[src/rtl/rs_issue_select.sv]
// rs_issue_select: reservation-station storage and dispatch for one functional unit.
// The entries form an age-ordered compacting queue with slot 0 the oldest. Entries wake
// up by snooping the CDB. Each cycle the oldest entry with both operands ready is
// offered on a valid/ready issue port.
module rs_issue_select #(
   parameter int DEPTH  = 4,
   parameter int DATA_W = 8,
   parameter int TAG_W  = 3
) (
   input  logic                      clk2,
   input  logic                      rst_n,
   input  logic                      alloc_valid,
   output logic                      alloc_ready,
   input  logic [3:0]                alloc_func,
   input  logic [TAG_W-1:0]          alloc_rob,
   input  logic                      alloc_src1_rdy,
   input  logic                      alloc_src2_rdy,
   input  logic [DATA_W-1:0]         alloc_src1,
   input  logic [DATA_W-1:0]         alloc_src2,
   input  logic                      cdb_valid,
   input  logic [TAG_W-1:0]          cdb_rob,
   input  logic [DATA_W-1:0]         cdb_value,
   input  logic                      flush,
   output logic                      issue_valid,
   input  logic                      issue_ready,
   output logic [3:0]                issue_func,
   output logic [TAG_W-1:0]          issue_rob,
   output logic [DATA_W-1:0]         issue_op1,
   output logic [DATA_W-1:0]         issue_op2,
   output logic [$clog2(DEPTH):0]    count
);

   localparam int CNT_W = $clog2(DEPTH) + 1;
   localparam int IDX_W = $clog2(DEPTH);

   // Entry storage. A slot is valid exactly when its index is below count_q.
   logic [3:0]        func_q   [DEPTH];
   logic [TAG_W-1:0]  rob_q    [DEPTH];
   logic              s1_rdy_q [DEPTH];
   logic              s2_rdy_q [DEPTH];
   logic [DATA_W-1:0] s1_q     [DEPTH];
   logic [DATA_W-1:0] s2_q     [DEPTH];
   logic [3:0]        func_d   [DEPTH];
   logic [TAG_W-1:0]  rob_d    [DEPTH];
   logic              s1_rdy_d [DEPTH];
   logic              s2_rdy_d [DEPTH];
   logic [DATA_W-1:0] s1_d     [DEPTH];
   logic [DATA_W-1:0] s2_d     [DEPTH];
   logic [CNT_W-1:0]  count_q, count_d;

   // Source fields after this cycle's CDB capture, before the shift.
   logic              cap_s1_rdy [DEPTH];
   logic              cap_s2_rdy [DEPTH];
   logic [DATA_W-1:0] cap_s1     [DEPTH];
   logic [DATA_W-1:0] cap_s2     [DEPTH];

   logic              any_elig;
   logic [IDX_W-1:0]  sel;
   logic              alloc_fire, issue_fire;
   logic [CNT_W-1:0]  wr_idx;
   logic              new_s1_rdy, new_s2_rdy;
   logic [DATA_W-1:0] new_s1, new_s2;

   assign alloc_ready = (count_q < CNT_W'(DEPTH));
   // An opcode with bit 3 set is accepted on the handshake but never written.
   assign alloc_fire  = alloc_valid && alloc_ready && !alloc_func[3];
   assign issue_valid = any_elig && !flush;
   assign issue_fire  = issue_valid && issue_ready;
   assign count       = count_q;
   // After a same-cycle issue the younger entries have moved down, so the new entry lands one slot lower.
   assign wr_idx      = count_q - CNT_W'(issue_fire);

   // The payload is forced to zero whenever no entry is offered.
   assign issue_func = issue_valid ? func_q[sel] : '0;
   assign issue_rob  = issue_valid ? rob_q[sel]  : '0;
   assign issue_op1  = issue_valid ? s1_q[sel]   : '0;
   assign issue_op2  = issue_valid ? s2_q[sel]   : '0;

   // Pick the lowest-index (oldest) valid slot whose operands are both ready.
   always_comb begin
      any_elig = 1'b0;
      sel      = '0;
      for (int i = DEPTH - 1; i >= 0; i--) begin
         if (CNT_W'(i) < count_q && s1_rdy_q[i] && s2_rdy_q[i]) begin
            any_elig = 1'b1;
            sel      = IDX_W'(i);
         end
      end
   end

   // Snoop the CDB. Every waiting source whose tag matches captures the broadcast value.
   always_comb begin
      for (int i = 0; i < DEPTH; i++) begin
         cap_s1_rdy[i] = s1_rdy_q[i];
         cap_s1[i]     = s1_q[i];
         cap_s2_rdy[i] = s2_rdy_q[i];
         cap_s2[i]     = s2_q[i];
         if (cdb_valid && !s1_rdy_q[i] && s1_q[i][TAG_W-1:0] == cdb_rob) begin
            cap_s1_rdy[i] = 1'b1;
            cap_s1[i]     = cdb_value;
         end
         if (cdb_valid && !s2_rdy_q[i] && s2_q[i][TAG_W-1:0] == cdb_rob) begin
            cap_s2_rdy[i] = 1'b1;
            cap_s2[i]     = cdb_value;
         end
      end
   end

   // An incoming source that is still a tag can be satisfied by the same-cycle broadcast.
   always_comb begin
      new_s1_rdy = alloc_src1_rdy;
      new_s1     = alloc_src1;
      new_s2_rdy = alloc_src2_rdy;
      new_s2     = alloc_src2;
      if (!alloc_src1_rdy && cdb_valid && alloc_src1[TAG_W-1:0] == cdb_rob) begin
         new_s1_rdy = 1'b1;
         new_s1     = cdb_value;
      end
      if (!alloc_src2_rdy && cdb_valid && alloc_src2[TAG_W-1:0] == cdb_rob) begin
         new_s2_rdy = 1'b1;
         new_s2     = cdb_value;
      end
   end

   // Next state: remove the issued slot, shift the younger slots down with any capture kept, then append.
   always_comb begin
      for (int i = 0; i < DEPTH; i++) begin
         if (issue_fire && IDX_W'(i) >= sel && i < DEPTH - 1) begin
            func_d[i]   = func_q[i+1];
            rob_d[i]    = rob_q[i+1];
            s1_rdy_d[i] = cap_s1_rdy[i+1];
            s1_d[i]     = cap_s1[i+1];
            s2_rdy_d[i] = cap_s2_rdy[i+1];
            s2_d[i]     = cap_s2[i+1];
         end else begin
            func_d[i]   = func_q[i];
            rob_d[i]    = rob_q[i];
            s1_rdy_d[i] = cap_s1_rdy[i];
            s1_d[i]     = cap_s1[i];
            s2_rdy_d[i] = cap_s2_rdy[i];
            s2_d[i]     = cap_s2[i];
         end
         if (alloc_fire && CNT_W'(i) == wr_idx) begin
            func_d[i]   = alloc_func;
            rob_d[i]    = alloc_rob;
            s1_rdy_d[i] = new_s1_rdy;
            s1_d[i]     = new_s1;
            s2_rdy_d[i] = new_s2_rdy;
            s2_d[i]     = new_s2;
         end
      end
      // Flush overrides everything. Emptying the queue is enough, because slot contents beyond count are ignored.
      if (flush) count_d = '0;
      else       count_d = count_q - CNT_W'(issue_fire) + CNT_W'(alloc_fire);
   end

   // Occupancy register, the only state that needs a reset.
   always_ff @(posedge clk2 or negedge rst_n) begin
      // NOTE: sequential state uses non-blocking assignments so every register samples pre-edge values.
      if (!rst_n) count_q <= '0;
      else        count_q <= count_d;
   end

   // Entry payload storage.
   always_ff @(posedge clk2) begin
      // NOTE: the entry array is deliberately not reset. count_q masks every slot, so stale data is never observed.
      for (int i = 0; i < DEPTH; i++) begin
         func_q[i]   <= func_d[i];
         rob_q[i]    <= rob_d[i];
         s1_rdy_q[i] <= s1_rdy_d[i];
         s1_q[i]     <= s1_d[i];
         s2_rdy_q[i] <= s2_rdy_d[i];
         s2_q[i]     <= s2_d[i];
      end
   end

endmodule

[config.mk]
export PLATFORM = sky130hd
export DESIGN_NAME = rs_issue_select
export DESIGN_NICKNAME = d
export VERILOG_FILES = /design/src/rtl/rs_issue_select.sv
export SDC_FILE = /design/constraint.sdc
export NUM_CORES = 1
export LEC_CHECK = 0
export CAP_MARGIN = 25
export CORE_MARGIN = 1.5
export CORE_UTILIZATION = 52
export CTS_BUF_LIST = sky130_fd_sc_hd__clkbuf_16
export CTS_CLUSTER_DIAMETER = 50
export DETAILED_ROUTE_END_ITERATION = 12
export PLACE_DENSITY_LB_ADDON = 0.05
export SYNTH_ARGS = -nofsm -noshare
export SYNTH_HDL_FRONTEND = slang
export SYNTH_SLANG_ARGS = --single-unit
[constraint.sdc]
create_clock -name clk2 -period 2.9 [get_ports clk2]
set_clock_uncertainty 0.05 [all_clocks]
set_input_delay 0.725 -clock clk2 [delete_from_list [all_inputs] [get_ports clk2]]
set_output_delay 0.725 -clock clk2 [all_outputs]
set_load 0.005 [all_outputs]
==> reports/qor_table.md, run 1 <==
| Quantity | This run |
| --- | --- |
| Number of hold-slack violations in the final timing report | 0 |
| Router iterations before antenna repair | 5 |
| Endpoints failing setup | 23 |
| Library cells used by synthesis | 52 |
| TritonCTS clock tree | built |
| Worst slew margin relative to its limit | 44.6% |
| Initial core utilization | 54.0% |
| Horizontal die dimension | 115 um |
| Height of the chip | 115 um |
| Number of global-route vias before repair | 6025 |
| Total power | 6.83 mW |
| Main combinational cell family by area after synthesis | multiplexers |
| Total wire length after detailed routing | 21800 um |
| Leading cell types in the layout, fill and taps excluded | sky130_fd_sc_hd__mux2i_1, sky130_fd_sc_hd__buf_4, sky130_fd_sc_hd__dfxtp_1 |
| Number of warnings issued by yosys | 0 |
| Number of filler cells placed in the layout | 840 |
| Largest net degree at the start of global routing | 24 |
| Post-synth EDFFs | 44 |
| Post-Syn Nets | 702 |
| Layout Nets | 852 |
| Crit path kind | flip-flop to primary output |
| Number of violations of the max-capacitance limit | 0 |
| CP Data Required Time | 2.12 ns |
| Outcome | complete, but fails checks |
| Crit path time final | 3.02 ns |
| Post-Synthesis Cell Area | 6560 um2 |
| Critical Path Start Type | flip-flop |
| Switch Pwr | 2.62 mW |
| Total overflow reported by the global router | 0 |
| Count of input and output buffers | 69 |
| Start point of the critical path | count[2] |
| Switching part of the total power | 38.4% |
| Worst min path class | primary input to async pin |
| Hold-fix buffers at CTS | 0 |
| Synthesized-area fraction occupied by xor and xnor cells | 4.27% |
| CTS Buffer Depth | 2 |
| Sequential area share after synthesis | 38.4% |
| Wire length of the first global-routing pass | 32900 um |
| Simple-gate portion of the synthesized area | 10.3% |
| GP Congestion | 0.928 |
| Combinational group share of total power | 47.6% |
| First-iteration detailed-routing DRC count | 510 |
| Maximum vdd ir drop | 0.527 mV |
| Worst setup margin | -0.122 ns |
| Register-to-Register Setup Slack | 0.08 ns |
| Area of the multi-input gates | 4090 um2 |
| Pins over their slew limit | 0 |
| Mean instance size in the synthesized netlist | 9.97 um2 |
| Post-synth top area cell | sky130_fd_sc_hd__edfxtp_1 |
| Number of antenna cells inserted | 0 |
| Signed area change from the synthesized netlist to the final layout | 38.7% |
| Capture point of the worst path | issue_op2[2] |
| Arr. time, crit path | 2.25 ns |
| Reg-to-reg endpoint | s2_q[0][0] |
| Area share of the leading cell type in the synthesized netlist | 20.1% |
| Clk Tree Root Cell | sky130_fd_sc_hd__clkbuf_16 |
| Initial antenna violation count | 0 |
| Post-route clock period utilization | 104% |
| Portion of total power attributed to the clock network | 17.0% |
| CTS buffer count | 9 |
| Adder and majority cell fraction of the synthesized area | 0.381% |
| Ratio of cells with drive above 1 in the final layout | 35.2% |
| Element type at the critical path end | primary output |
| #FFs+latches synth | 103 |
| Vias per cell | 6.06 |
| Most frequent standard cell in the layout excluding fill and tap cells | sky130_fd_sc_hd__mux2i_1 |
| Highest clock rate | 0.331 GHz |
| R2r startpoint | count[2] |
| Clock edge transition at the registers on the reported setup and hold paths | 0.07 ns |
| Static leakage power | 4.08 nW |
| Overall global routing resource usage | 33.3% |
| Deepest level of the CTS H-tree | 3 |
| Multiplexer share of the synthesized area | 26.6% |
| P_int | 4.21 mW |
| Mapped Cells | 658 |
| Total clock sinks | 103 |
| Storage element area | 2520 um2 |
| Number of remaining DRC errors | 0 |
| Top area cells in the synthesized netlist | sky130_fd_sc_hd__edfxtp_1, sky130_fd_sc_hd__mux2i_1, sky130_fd_sc_hd__dfxtp_1 |
| Portion of total power attributed to sequential cells | 35.4% |
| Synth async-reset ratio | 2.91% |
| Power per standard cell area | 750 nW/um2 |
| Routed WL per cell | 22.2 um |
| Worst reg-to-reg path cell count | 12 |
| Insertion delay to the later sink of the worst-skew pair | 0.36 ns |
| Primary flip-flop cell chosen by synthesis mapping | sky130_fd_sc_hd__dfxtp_1 |
| Violations in the final reports | setup timing |
| Total placed instance area | 8160 um2 |
| Vias | 5949 |
| Die area | 13300 um2 |
| Post-detailed-placement half-perimeter wirelength | 14700 um |
| Total core area | 12200 um2 |
| Maximum fanout count along the critical path | 8 |
| Number of ports placed on the die boundary | 70 |
| Row Count | 40 |
| RSZ-0062 raised after global routing | true |
| Pin slew with the least headroom to its limit | 0.828 ns |
| Post-Layout Inst Area | 9100 um2 |
| Share of the synthesized area in compound gates (AO/OA/AOI/OAI) | 13.6% |
| Post-route ant nets | 0 |
-- final cells by class --
type | count | share of cell area, %
clock buffers | 9 | 2.47
clock inverters | 7 | 0.522
inverters | 32 | 1.32
multi-input cells | 465 | 44.9
flip-flops and latches | 103 | 27.7
well taps | 168 | 2.31
repair buffers | 197 | 20.8
-- logic make-up (layout without fill, tap and decap cells) --
| logic type | Yosys count | in the layout |
|---|---|---|
| fa+ha+maj | 2 | 2 |
| xor+xnor | 32 | 32 |
| compound gates | 122 | 122 |
| flops | 103 | 103 |
| mux | 168 | 168 |
| buf+inv | 90 | 245 |
| simple gates | 141 | 141 |
-- state kept, by name (all words and copies together) (netlist names) --
| register | flops |
|---|---|
| s1_q | 32 |
| rob_q | 12 |
| func_q | 16 |
| s1_rdy_q | 4 |
| s2_q | 32 |
| count | 3 |
| s2_rdy_q | 4 |
-- worst min path at each step --
stage / startpoint / to / slack (ns) / depth (start not counted)
floorplan: rst_n / count[0] / 0.38 / 0
global placement: s1_q[3][6] / s1_q[3][6] / 0.48 / 2
detailed placement: s1_q[3][3] / s1_q[3][3] / 0.50 / 2
CTS: rst_n / count[0] / 0.49 / 1
global route: rst_n / count[0] / 0.49 / 1
finish: rst_n / count[0] / 0.49 / 1
-- cell usage after synthesis, types with 11 or more instances --
cell type / count
sky130_fd_sc_hd__mux2i_1: 118
sky130_fd_sc_hd__clkbuf_1: 20
sky130_fd_sc_hd__nand3_1: 23
sky130_fd_sc_hd__a211o_1: 16
sky130_fd_sc_hd__inv_1: 31
sky130_fd_sc_hd__mux2_2: 43
sky130_fd_sc_hd__edfxtp_1: 44
sky130_fd_sc_hd__nor2_1: 46
sky130_fd_sc_hd__nand2_1: 31
sky130_fd_sc_hd__xor2_1: 11
sky130_fd_sc_hd__a21oi_1: 25
sky130_fd_sc_hd__buf_2: 28
sky130_fd_sc_hd__dfxtp_1: 56
sky130_fd_sc_hd__a311oi_1: 23
sky130_fd_sc_hd__o21ai_0: 20
sky130_fd_sc_hd__xnor2_1: 21
sky130_fd_sc_hd__a31oi_1: 25
-- stage by stage --
stage                     utilization (%)  setup TNS [ns]  hold WS, ns  instances  setup slack [ns]
final                                74.8           -1.67        0.492        981            -0.122
after global routing                 74.8           -3.66        0.489        981            -0.187
after CTS                            72.3           -1.67        0.486        974            -0.101
after detailed placement             67.1          -22.04        0.503        945            -0.357
after global placement               67.1          -17.25        0.476        945            -0.295
after floorplan                         -               0        0.379        658            0.0151
-- worst max-delay path, stage by stage (launching register included) --
cell and delay [ns]:
sky130_fd_sc_hd__dfrtp_1 0.42, sky130_fd_sc_hd__buf_6 0.14, sky130_fd_sc_hd__o211ai_2 0.15, sky130_fd_sc_hd__a21bo_4 0.34, sky130_fd_sc_hd__buf_12 0.19, sky130_fd_sc_hd__a31oi_4 0.18
sky130_fd_sc_hd__nor2_1 0.07, sky130_fd_sc_hd__a311oi_2 0.22, sky130_fd_sc_hd__buf_2 0.16
-- layer usage --
metal	wire length [um]	global-route usage (%)	vias up
met5	0	0	-
met4	724	12.9	0
met3	1270	6.33	56
met2	10700	57.7	254
met1	9090	40.9	2928
li1	-	-	2711
-- what timing repair did --
action,CTS,global route
pin swaps,30,24
gates cloned,3,3
resized for setup,164,38
endpoints found under the setup margin,36,82
setup buffers,10,4
hold endpoints to repair,0,0
-- power by group through the flow --
stage | Sequential, mW | Combinational (mW) | Clock [mW]
final | 2.42 | 3.25 | 1.16
after global routing | 2.46 | 3.46 | 1.24
after CTS | 2.40 | 3.01 | 1.17
after detailed placement | 2.42 | 2.69 | 0
after global placement | 2.40 | 2.61 | 0
after floorplan | 2.31 | 1.75 | 0
(Power assumes the default switching activity.)
==> run 2, diff against run 1 <==
Settings changed: CORE_UTILIZATION 52 to 62.
Clock period 2.9 ns to 3.5 ns, I/O delays scaled along.
==> run 2 against run 1 <==
Critical path type unchanged. Sequential cell count unchanged. Largest power group unchanged. Die area decreased by 16%. Global-route usage increased by 2.1 points. The run now ends clean. Wire length decreased by 9.6%. Setup slack improved by 0.29 ns. Critical endpoint is now issue_valid.
==> reports/qor_table.md, run 2 (synthesized netlist as in run 1, its figures left out) <==
| Quantity | This run |
| --- | --- |
| Layout Nets | 780 |
| Number of antenna cells inserted | 0 |
| Signed area change from the synthesized netlist to the final layout | 23.5% |
| Overall global routing resource usage | 35.4% |
| Combinational group share of total power | 41.4% |
| Portion of total power attributed to the clock network | 20.2% |
| Worst hold slack after final layout | 0.516 ns |
| Met1 routed wirelength after detailed routing | 7600 um |
| Element type at the critical path end | primary output |
| Worst setup margin | 0.167 ns |
| Static leakage power | 3.96 nW |
| Number of ports placed on the die boundary | 70 |
| Routed WL per cell | 22.4 um |
| CP Data Required Time | 2.57 ns |
| Number of hold-slack violations in the final timing report | 0 |
| Clock edge transition at the registers on the reported setup and hold paths | 0.08 ns |
| Switch Pwr | 1.98 mW |
| P_int | 3.27 mW |
| Most frequent standard cell in the layout excluding fill and tap cells | sky130_fd_sc_hd__mux2i_1 |
| Count of input and output buffers | 69 |
| Insertion delay to the later sink of the worst-skew pair | 0.35 ns |
| Total clock sinks | 103 |
| Met2 routed WL | 9860 um |
| Post-detailed-placement half-perimeter wirelength | 13000 um |
| Total core area | 10300 um2 |
| Ratio of cells with drive above 1 in the final layout | 19.6% |
| Clk Tree Root Cell | sky130_fd_sc_hd__clkbuf_16 |
| CTS buffer count | 9 |
| Worst min path class | flip-flop to flip-flop |
| Total wire length after detailed routing | 19700 um |
| Worst setup slack before clock tree synthesis | -0.0221 ns |
| Worst slew margin relative to its limit | 39.7% |
| Maximum vdd ir drop | 0.325 mV |
| Hold-fix buffers at CTS | 0 |
| CTS Buffer Depth | 2 |
| Post-route clock period utilization | 95.2% |
| Total overflow reported by the global router | 0 |
| Setup TNS Final | 0 ns |
| TritonCTS clock tree | built |
| Crit path time final | 3.33 ns |
| Number of filler cells placed in the layout | 688 |
| Largest registers in the final layout | s1_q x32, s2_q x32, func_q x16 |
| Router iterations before antenna repair | 5 |
| Maximum fanout count along the critical path | 14 |
| Met3 wire length | 1440 um |
| Highest layer used for signal routing | met4 |
| GP Congestion | 0.922 |
| Arr. time, crit path | 2.41 ns |
| Number of remaining DRC errors | 0 |
| Endpoints failing setup | 0 |
| RSZ-0062 raised after global routing | false |
| Leading cell types in the layout, fill and taps excluded | sky130_fd_sc_hd__mux2i_1, sky130_fd_sc_hd__dfxtp_1, sky130_fd_sc_hd__clkdlybuf4s50_1, sky130_fd_sc_hd__buf_4, sky130_fd_sc_hd__nor2_1 |
| Number of violations of the max-capacitance limit | 0 |
| Horizontal die dimension | 106 um |
| Post-Place Cells | 858 |
| Post-route ant nets | 0 |
| Portion of total power attributed to sequential cells | 38.4% |
| Number of global-route vias before repair | 5830 |
| Pin slew with the least headroom to its limit | 0.901 ns |
| Critical Path Start Type | flip-flop |
| Power per standard cell area | 648 nW/um2 |
| Die area | 11200 um2 |
| Total power | 5.25 mW |
| Vias | 5721 |
| First-iteration detailed-routing DRC count | 428 |
| Outcome | finished clean |
| Switching part of the total power | 37.8% |
| Largest net degree at the start of global routing | 51 |
| Final Instance Count excl. Fillers | 877 |
| Initial antenna violation count | 0 |
| Height of the chip | 106 um |
| Row Count | 37 |
| Highest clock rate | 0.300 GHz |
| Deepest level of the CTS H-tree | 3 |
| Initial core utilization | 63.8% |
| Wire length of the first global-routing pass | 30400 um |
| Crit path kind | flip-flop to primary output |
| Vias per cell | 6.52 |
| Pins over their slew limit | 0 |
## run 2: cell types whose count changed in the layout (fill, tap and decap cells not counted), sizes merged
cell	delta
clkdlybuf4s50	+1
bufinv	+1
dlymetal6s2s	+20
buf	-91
inv	-1
clkinv	+2
clkinvlp	-2
bufbuf	-1
clkbuf	-4
dlygate4sd2	+3
## run 2: what timing repair did
action	4_1_cts	5_1_grt
resized for setup	18	30
endpoints found under the setup margin	23	20
pin swaps	1	1
hold endpoints to repair	0	0
setup buffers	3	0
## run 2: worst paths after layout
check                                  start      endpoint  slack, ns  cells after the start
worst max register to register      count[2]    s2_q[0][5]       0.53                     11
worst min register to register  func_q[2][3]  func_q[1][3]       0.52                      1
worst min-delay path            func_q[2][3]  func_q[1][3]       0.52                      1
worst max-delay path                count[2]   issue_valid       0.17                      7
min in group asynchronous              rst_n      count[0]       0.65                      1
max in group asynchronous              rst_n      count[1]       2.60                      1
## run 2: metrics by stage
step                area (um2)  utilization, %
global route              8100            78.8
floorplan                 6560               -
CTS                       8000            77.8
finish                    8100            78.8
global placement          7620            74.1
detailed placement        7620            74.1
## run 2: layer usage
metal,track usage [%],up-vias
met5,0,-
met4,17.8,0
met3,5.81,63
met2,61.6,307
met1,42.0,2787
li1,-,2564
## run 2: cell type report
class	instances	area (um2)	share of cell area [%]
Tap cell	136	170	2.10
Clock buffer	9	225	2.78
Inverter	32	120	1.48
Clock inverter	7	81.3	1.00
Timing Repair Buffer	125	1250	15.5
Sequential cell	103	2520	31.1
Multi-Input combinational cell	465	3730	46.0
## run 2: worst max-delay path, stage by stage, from the launching register on
cell	delay [ns]
sky130_fd_sc_hd__dfrtp_2	0.46
sky130_fd_sc_hd__o311ai_4	0.37
sky130_fd_sc_hd__nand2_2	0.09
sky130_fd_sc_hd__nor2_1	0.19
sky130_fd_sc_hd__or2_1	0.16
sky130_fd_sc_hd__buf_4	0.23
sky130_fd_sc_hd__inv_1	0.07
sky130_fd_sc_hd__clkdlybuf4s50_1	0.47
## run 2: power groups by stage
| stage | sequential [mW] | clock [mW] | combinational [mW] |
|---|---|---|---|
| after floorplan | 1.91 | 0 | 1.44 |
| after global placement | 2.00 | 0 | 1.96 |
| after detailed placement | 2.01 | 0 | 2.05 |
| after CTS | 1.99 | 1.05 | 2.11 |
| after global routing | 2.05 | 1.10 | 2.33 |
| final | 2.02 | 1.06 | 2.17 |
